==> src/rtl/offchip_mem_ctrl_pkg.sv <==
// rtl/offchip_mem_ctrl_pkg.sv - shared line-size config and controller state encodings
`ifndef CACHE_LINE_SIZE
`define CACHE_LINE_SIZE 32
`endif

package offchip_mem_ctrl_pkg;

  localparam int CACHE_LINE_SIZE_C = `CACHE_LINE_SIZE;

  localparam logic [1:0] ST_IDLE    = 2'd0;
  localparam logic [1:0] ST_RD_BEAT = 2'd1;
  localparam logic [1:0] ST_WR_BEAT = 2'd2;
  localparam logic [1:0] ST_DONE    = 2'd3;

  typedef enum logic [1:0] {
    IDLE    = ST_IDLE,
    RD_BEAT = ST_RD_BEAT,
    WR_BEAT = ST_WR_BEAT,
    DONE    = ST_DONE
  } state_e;

  // Mask that clears the byte-offset bits of a line address.
  function automatic logic [31:0] line_mask(input int off_bits);
    return ~((32'd1 << off_bits) - 32'd1);
  endfunction

endpackage

==> src/rtl/offchip_mem_ctrl.sv <==
// rtl/offchip_mem_ctrl.sv - cache-line to 32-bit external word burst controller
module offchip_mem_ctrl
  import offchip_mem_ctrl_pkg::*;
#(
  parameter int LINE_BYTES = CACHE_LINE_SIZE_C,
  parameter int BEATS      = LINE_BYTES / 4
) (
  input  logic                    clk,
  input  logic                    rst,
  input  logic [31:0]             offchip_mem_addr,
  input  logic                    offchip_mem_read_en,
  input  logic                    offchip_mem_write_en,
  input  logic [LINE_BYTES*8-1:0] offchip_mem_wdata,
  output logic [LINE_BYTES*8-1:0] offchip_mem_data,
  output logic                    offchip_mem_ready,
  output logic                    offchip_mem_read_busy,
  output logic                    offchip_mem_write_busy,
  output logic [31:0]             ext_addr,
  output logic                    ext_req,
  output logic                    ext_we,
  output logic [31:0]             ext_wdata,
  input  logic [31:0]             ext_rdata,
  input  logic                    ext_ack
);

  localparam int              BW        = (BEATS > 1) ? $clog2(BEATS) : 1;
  localparam int              LW        = LINE_BYTES * 8;
  localparam logic [31:0]     BASE_MASK = line_mask($clog2(LINE_BYTES));
  localparam logic [BW-1:0]   LAST_BEAT = BW'(BEATS - 1);

  state_e        state_q, state_d;
  logic [BW-1:0] beat_q;
  logic [31:0]   base_q;
  logic [LW-1:0] wline_q;
  logic [LW-1:0] rline_q;
  logic          is_wr_q;
  logic          beat_active;
  logic          accept;
  logic          accept_wr;

  assign beat_active = (state_q == RD_BEAT) || (state_q == WR_BEAT);

  always_comb begin
    state_d   = state_q;
    accept    = 1'b0;
    accept_wr = 1'b0;
    unique case (state_q)
      IDLE: begin
        if (offchip_mem_write_en) begin
          state_d   = WR_BEAT;
          accept    = 1'b1;
          accept_wr = 1'b1;
        end else if (offchip_mem_read_en) begin
          state_d = RD_BEAT;
          accept  = 1'b1;
        end
      end
      RD_BEAT, WR_BEAT: begin
        if (ext_ack && (beat_q == LAST_BEAT)) state_d = DONE;
      end
      DONE:    state_d = IDLE;
      default: state_d = IDLE;
    endcase
  end

  always_ff @(posedge clk or posedge rst) begin
    if (rst) state_q <= IDLE;
    else     state_q <= state_d;
  end

  // Request inputs are sampled only on acceptance; afterwards the latched copies drive the burst.
  always_ff @(posedge clk or posedge rst) begin
    if (rst) begin
      beat_q  <= '0;
      base_q  <= '0;
      wline_q <= '0;
      rline_q <= '0;
      is_wr_q <= 1'b0;
    end else if (accept) begin
      beat_q  <= '0;
      base_q  <= offchip_mem_addr & BASE_MASK;
      is_wr_q <= accept_wr;
      if (accept_wr) wline_q <= offchip_mem_wdata;
    end else if (beat_active && ext_ack) begin
      beat_q <= beat_q + 1'b1;
      if (state_q == RD_BEAT) rline_q[32*beat_q +: 32] <= ext_rdata;
    end
  end

  assign ext_req   = beat_active;
  assign ext_we    = (state_q == WR_BEAT);
  assign ext_addr  = beat_active ? (base_q + (32'(beat_q) << 2)) : 32'd0;
  assign ext_wdata = (state_q == WR_BEAT) ? wline_q[32*beat_q +: 32] : 32'd0;

  assign offchip_mem_data       = rline_q;
  assign offchip_mem_ready      = (state_q == DONE);
  assign offchip_mem_read_busy  = (state_q == RD_BEAT) || ((state_q == DONE) && !is_wr_q);
  assign offchip_mem_write_busy = (state_q == WR_BEAT) || ((state_q == DONE) && is_wr_q);

endmodule

==> config.mk <==
export PLATFORM = sky130hd
export DESIGN_NAME = offchip_mem_ctrl
export DESIGN_NICKNAME = d
export VERILOG_FILES = /design/src/rtl/offchip_mem_ctrl_pkg.sv /design/src/rtl/offchip_mem_ctrl.sv
export SDC_FILE = /design/constraint.sdc
export NUM_CORES = 1
export LEC_CHECK = 0
export ABC_CLOCK_PERIOD_IN_PS = 30200
export BUFFER_PORTS_ARGS = -buffer_cell sky130_fd_sc_hd__buf_2
export CAP_MARGIN = 0
export CELL_PAD_IN_SITES_DETAIL_PLACEMENT = 0
export CELL_PAD_IN_SITES_GLOBAL_PLACEMENT = 1
export CORE_MARGIN = 2
export CORE_UTILIZATION = 25
export CTS_CLUSTER_DIAMETER = 30
export DETAILED_ROUTE_END_ITERATION = 8
export GPL_ROUTABILITY_DRIVEN = 0
export MAX_ROUTING_LAYER = met4
export PLACE_DENSITY = 0.62
export SYNTH_ARGS = -nofsm -noshare
export SYNTH_HDL_FRONTEND = slang
export SYNTH_SLANG_ARGS = --single-unit
==> constraint.sdc <==
create_clock -name clk -period 30.2 [get_ports clk]
set_clock_uncertainty 0.1 [all_clocks]
set_input_delay 1.51 -clock clk [delete_from_list [all_inputs] [get_ports clk]]
set_output_delay 1.51 -clock clk [all_outputs]
set_load 0.02 [all_outputs]
==> flow_metrics.tcl <==
set metrics [dict create \
    synth_area_leaders "dfrtp_1 (57%), mux2_2 (24%), mux4_2 (3.0%)" \
    portBuffers 642 \
    overflow 0 \
    post-dp-hpwl_mm 55.8 \
    synth-main-ff-cell "dfrtp_1" \
    row_count 113 \
    reg2reg_slack_ns 26.41 \
    power_frac_clock_pct 41.7 \
    p_leak_nw 16.7 \
    drt_pass1_iterations 5 \
    final_common_cell "buf_2" \
    finalSetupTns_ns 0 \
    utilization_pct 35.3 \
    routed-via-count 16500 \
    die_w_um 314 \
    ys_seq_area_share_pct 56.8 \
    ys_warn_count 0 \
    avgRoutedWirePerCell_um 21.1 \
    cts.path.max_buffers 3 \
    detail_route.iter0.violations 734 \
    yosysUniqueCellTypes 39 \
    p_seq_share_pct 29.3 \
    cp-end-kind "primary output" \
    cts_made_buffers 149 \
    clock-sinks 545 \
    postSynthRegisterBits 545 \
    peakVddDrop_mv 0.0697 \
    async_flop_share_pct 100 \
    p_sw_mw 1.19 \
    crit_required_ns 28.59 \
    layout_common_cells "buf_2 (642), dfrtp_1 (543), mux2_2 (514), clkbuf_16 (149), and2_1 (94)" \
    synth_edf_count 0 \
    syn_inst 1636 \
    postCtsSetupRepairBufs 0 \
    finalHoldViolations 0 \
    tritoncts "built" \
    setup_violations 0 \
    yosys.area.top_type "dfrtp_1" \
    cts-resized-gates 0 \
    wirelength_mm 79.4 \
    holdBufCountCts 0 \
    grt_pass1_wl_mm 117 \
    antenna_left 0 \
    dieArea_um2 98500 \
    ioPinCount 650 \
    syn-cell-area_um2 24000 \
    crit_arrival_ns 4.11 \
    track_usage_pct 16.4 \
    fmax_ghz 0.175 \
    cap_violations 0 \
    clock_latency_ns 0.71 \
    cts_max_level 4 \
    antenna_found_initial 35 \
    period_minus_slack_ns 5.72 \
    finalMaxSlewViolations 0 \
    path_max_fanout 51 \
    synth_top_cell_area_share_pct 56.8 \
    area_growth_pct 39.9 \
    clkTransAtPathRegs_ns 0.04 \
    slew_headroom_pct 30.0 \
    pwr-share-comb_pct 29.0 \
    vias_per_cell 4.39 \
    rsz0062_at_grt "false" \
    powerDensity_nw_per_um2 113 \
    cts.root.buffer_cell "clkbuf_16" \
    core_um2 95000 \
    drc 0 \
    finalCritPeriodShare_pct 19.0 \
    status "completed" \
    grt_max_degree 173 \
    drive_gt1_share_pct 61.8 \
    start_kind "register" \
    worstMarginPinSlew_ns 1.05 \
    p_int_mw 2.58 \
    crit_type "reg -> out" \
    die_h_um 314 \
    grt_pass1_vias 18200 \
    switching_share_pct 31.6 \
    finalNetCount 2688 \
    synth.avg_cell_area_um2 14.7 \
    initial_core_util_pct 25.3 \
    hold_path.class "reg -> reg" \
]
[cells by family after synthesis]
logic type / count (synthesis) / synth area share (%)
multiplexers: 637 / 31.9
flip-flops: 545 / 56.8
AND/OR/NAND/NOR: 223 / 5.47
buffers and inverters: 145 / 3.31
AO/OA/AOI/OAI: 72 / 1.77
adder cells (fa/ha/maj): 12 / 0.626
other: 1 / 0.0156
XOR/XNOR: 1 / 0.0365
[per-stage QoR]
step	cells	setup slack (ns)	instance area [um^2]	hold slack, ns	power [mW]
final	3760	24.48	33600	0.384	3.78
after global routing	3758	24.22	33600	0.398	3.98
after CTS	3729	24.40	33500	0.386	3.83
after detailed placement	3465	25.15	28400	0.375	2.23
after global placement	3465	25.13	28400	0.362	2.19
after floorplan	1637	13.35	24000	0.373	1.86
[cells in the mapped netlist, types with 33 or more instances]
cell type  number
mux2_4         44
nand2_1        38
mux2_2        514
nor2_1         36
inv_1          40
and2_1         94
and3_1         33
dfrtp_1       545
o21ai_0        34
buf_2          34
[critical path, cell delays in order, from the launching register on]
cell and delay [ns]:
dfrtp_4 0.61, buf_4 0.68, buf_4 0.79, mux2_2 0.42
o21ai_0 0.51, nor2_1 0.11, buf_2 0.19
[final timing paths]
kind / startpoint / endpoint / depth (start not counted)
min in group asynchronous: rst / wline_q[62] / 2
hold / removal: offchip_mem_data[106] / offchip_mem_data[106] / 1
setup / recovery: beat_q[0] / ext_wdata[30] / 6
hold reg to reg: offchip_mem_data[106] / offchip_mem_data[106] / 1
max in group asynchronous: rst / beat_q[0] / 5
setup reg to reg: state_q[0] / wline_q[27] / 6
[metal layers]
| metal | GRT usage [%] | vias to the layer above | wire, um |
|---|---|---|---|
| met2 | 25.8 | 635 | 38300 |
| met3 | 5.66 | 166 | 6170 |
| li1 | - | 7321 | - |
| met1 | 18.5 | 8390 | 31700 |
| met5 | - | - | 0 |
| met4 | 8.62 | 0 | 3200 |
[layout make-up]
type	instances	area [um^2]
Fill cell	9329	61400
Sequential cell	545	13600
Multi-Input combinational cell	947	9590
Clock buffer	190	4090
Timing Repair Buffer	668	3420
Tap cell	1265	1580
Clock inverter	74	1000
Inverter	40	158
Antenna cell	31	77.6
[power groups by stage]
stage	Clock, mW	Combinational, mW	Sequential, mW
finish	1.57	1.10	1.11
global route	1.65	1.19	1.14
global placement	0	1.09	1.10
CTS	1.61	1.12	1.11
floorplan	0	0.733	1.13
detailed placement	0	1.11	1.12
[flip-flops by register name, indices dropped and copies added, names as in the netlist]
| name | cells |
|---|---|
| state_q | 2 |
| is_wr_q | 1 |
| base_q | 27 |
| offchip_mem_data | 256 |
| beat_q | 3 |
| wline_q | 256 |
(Power assumes the default switching activity.)
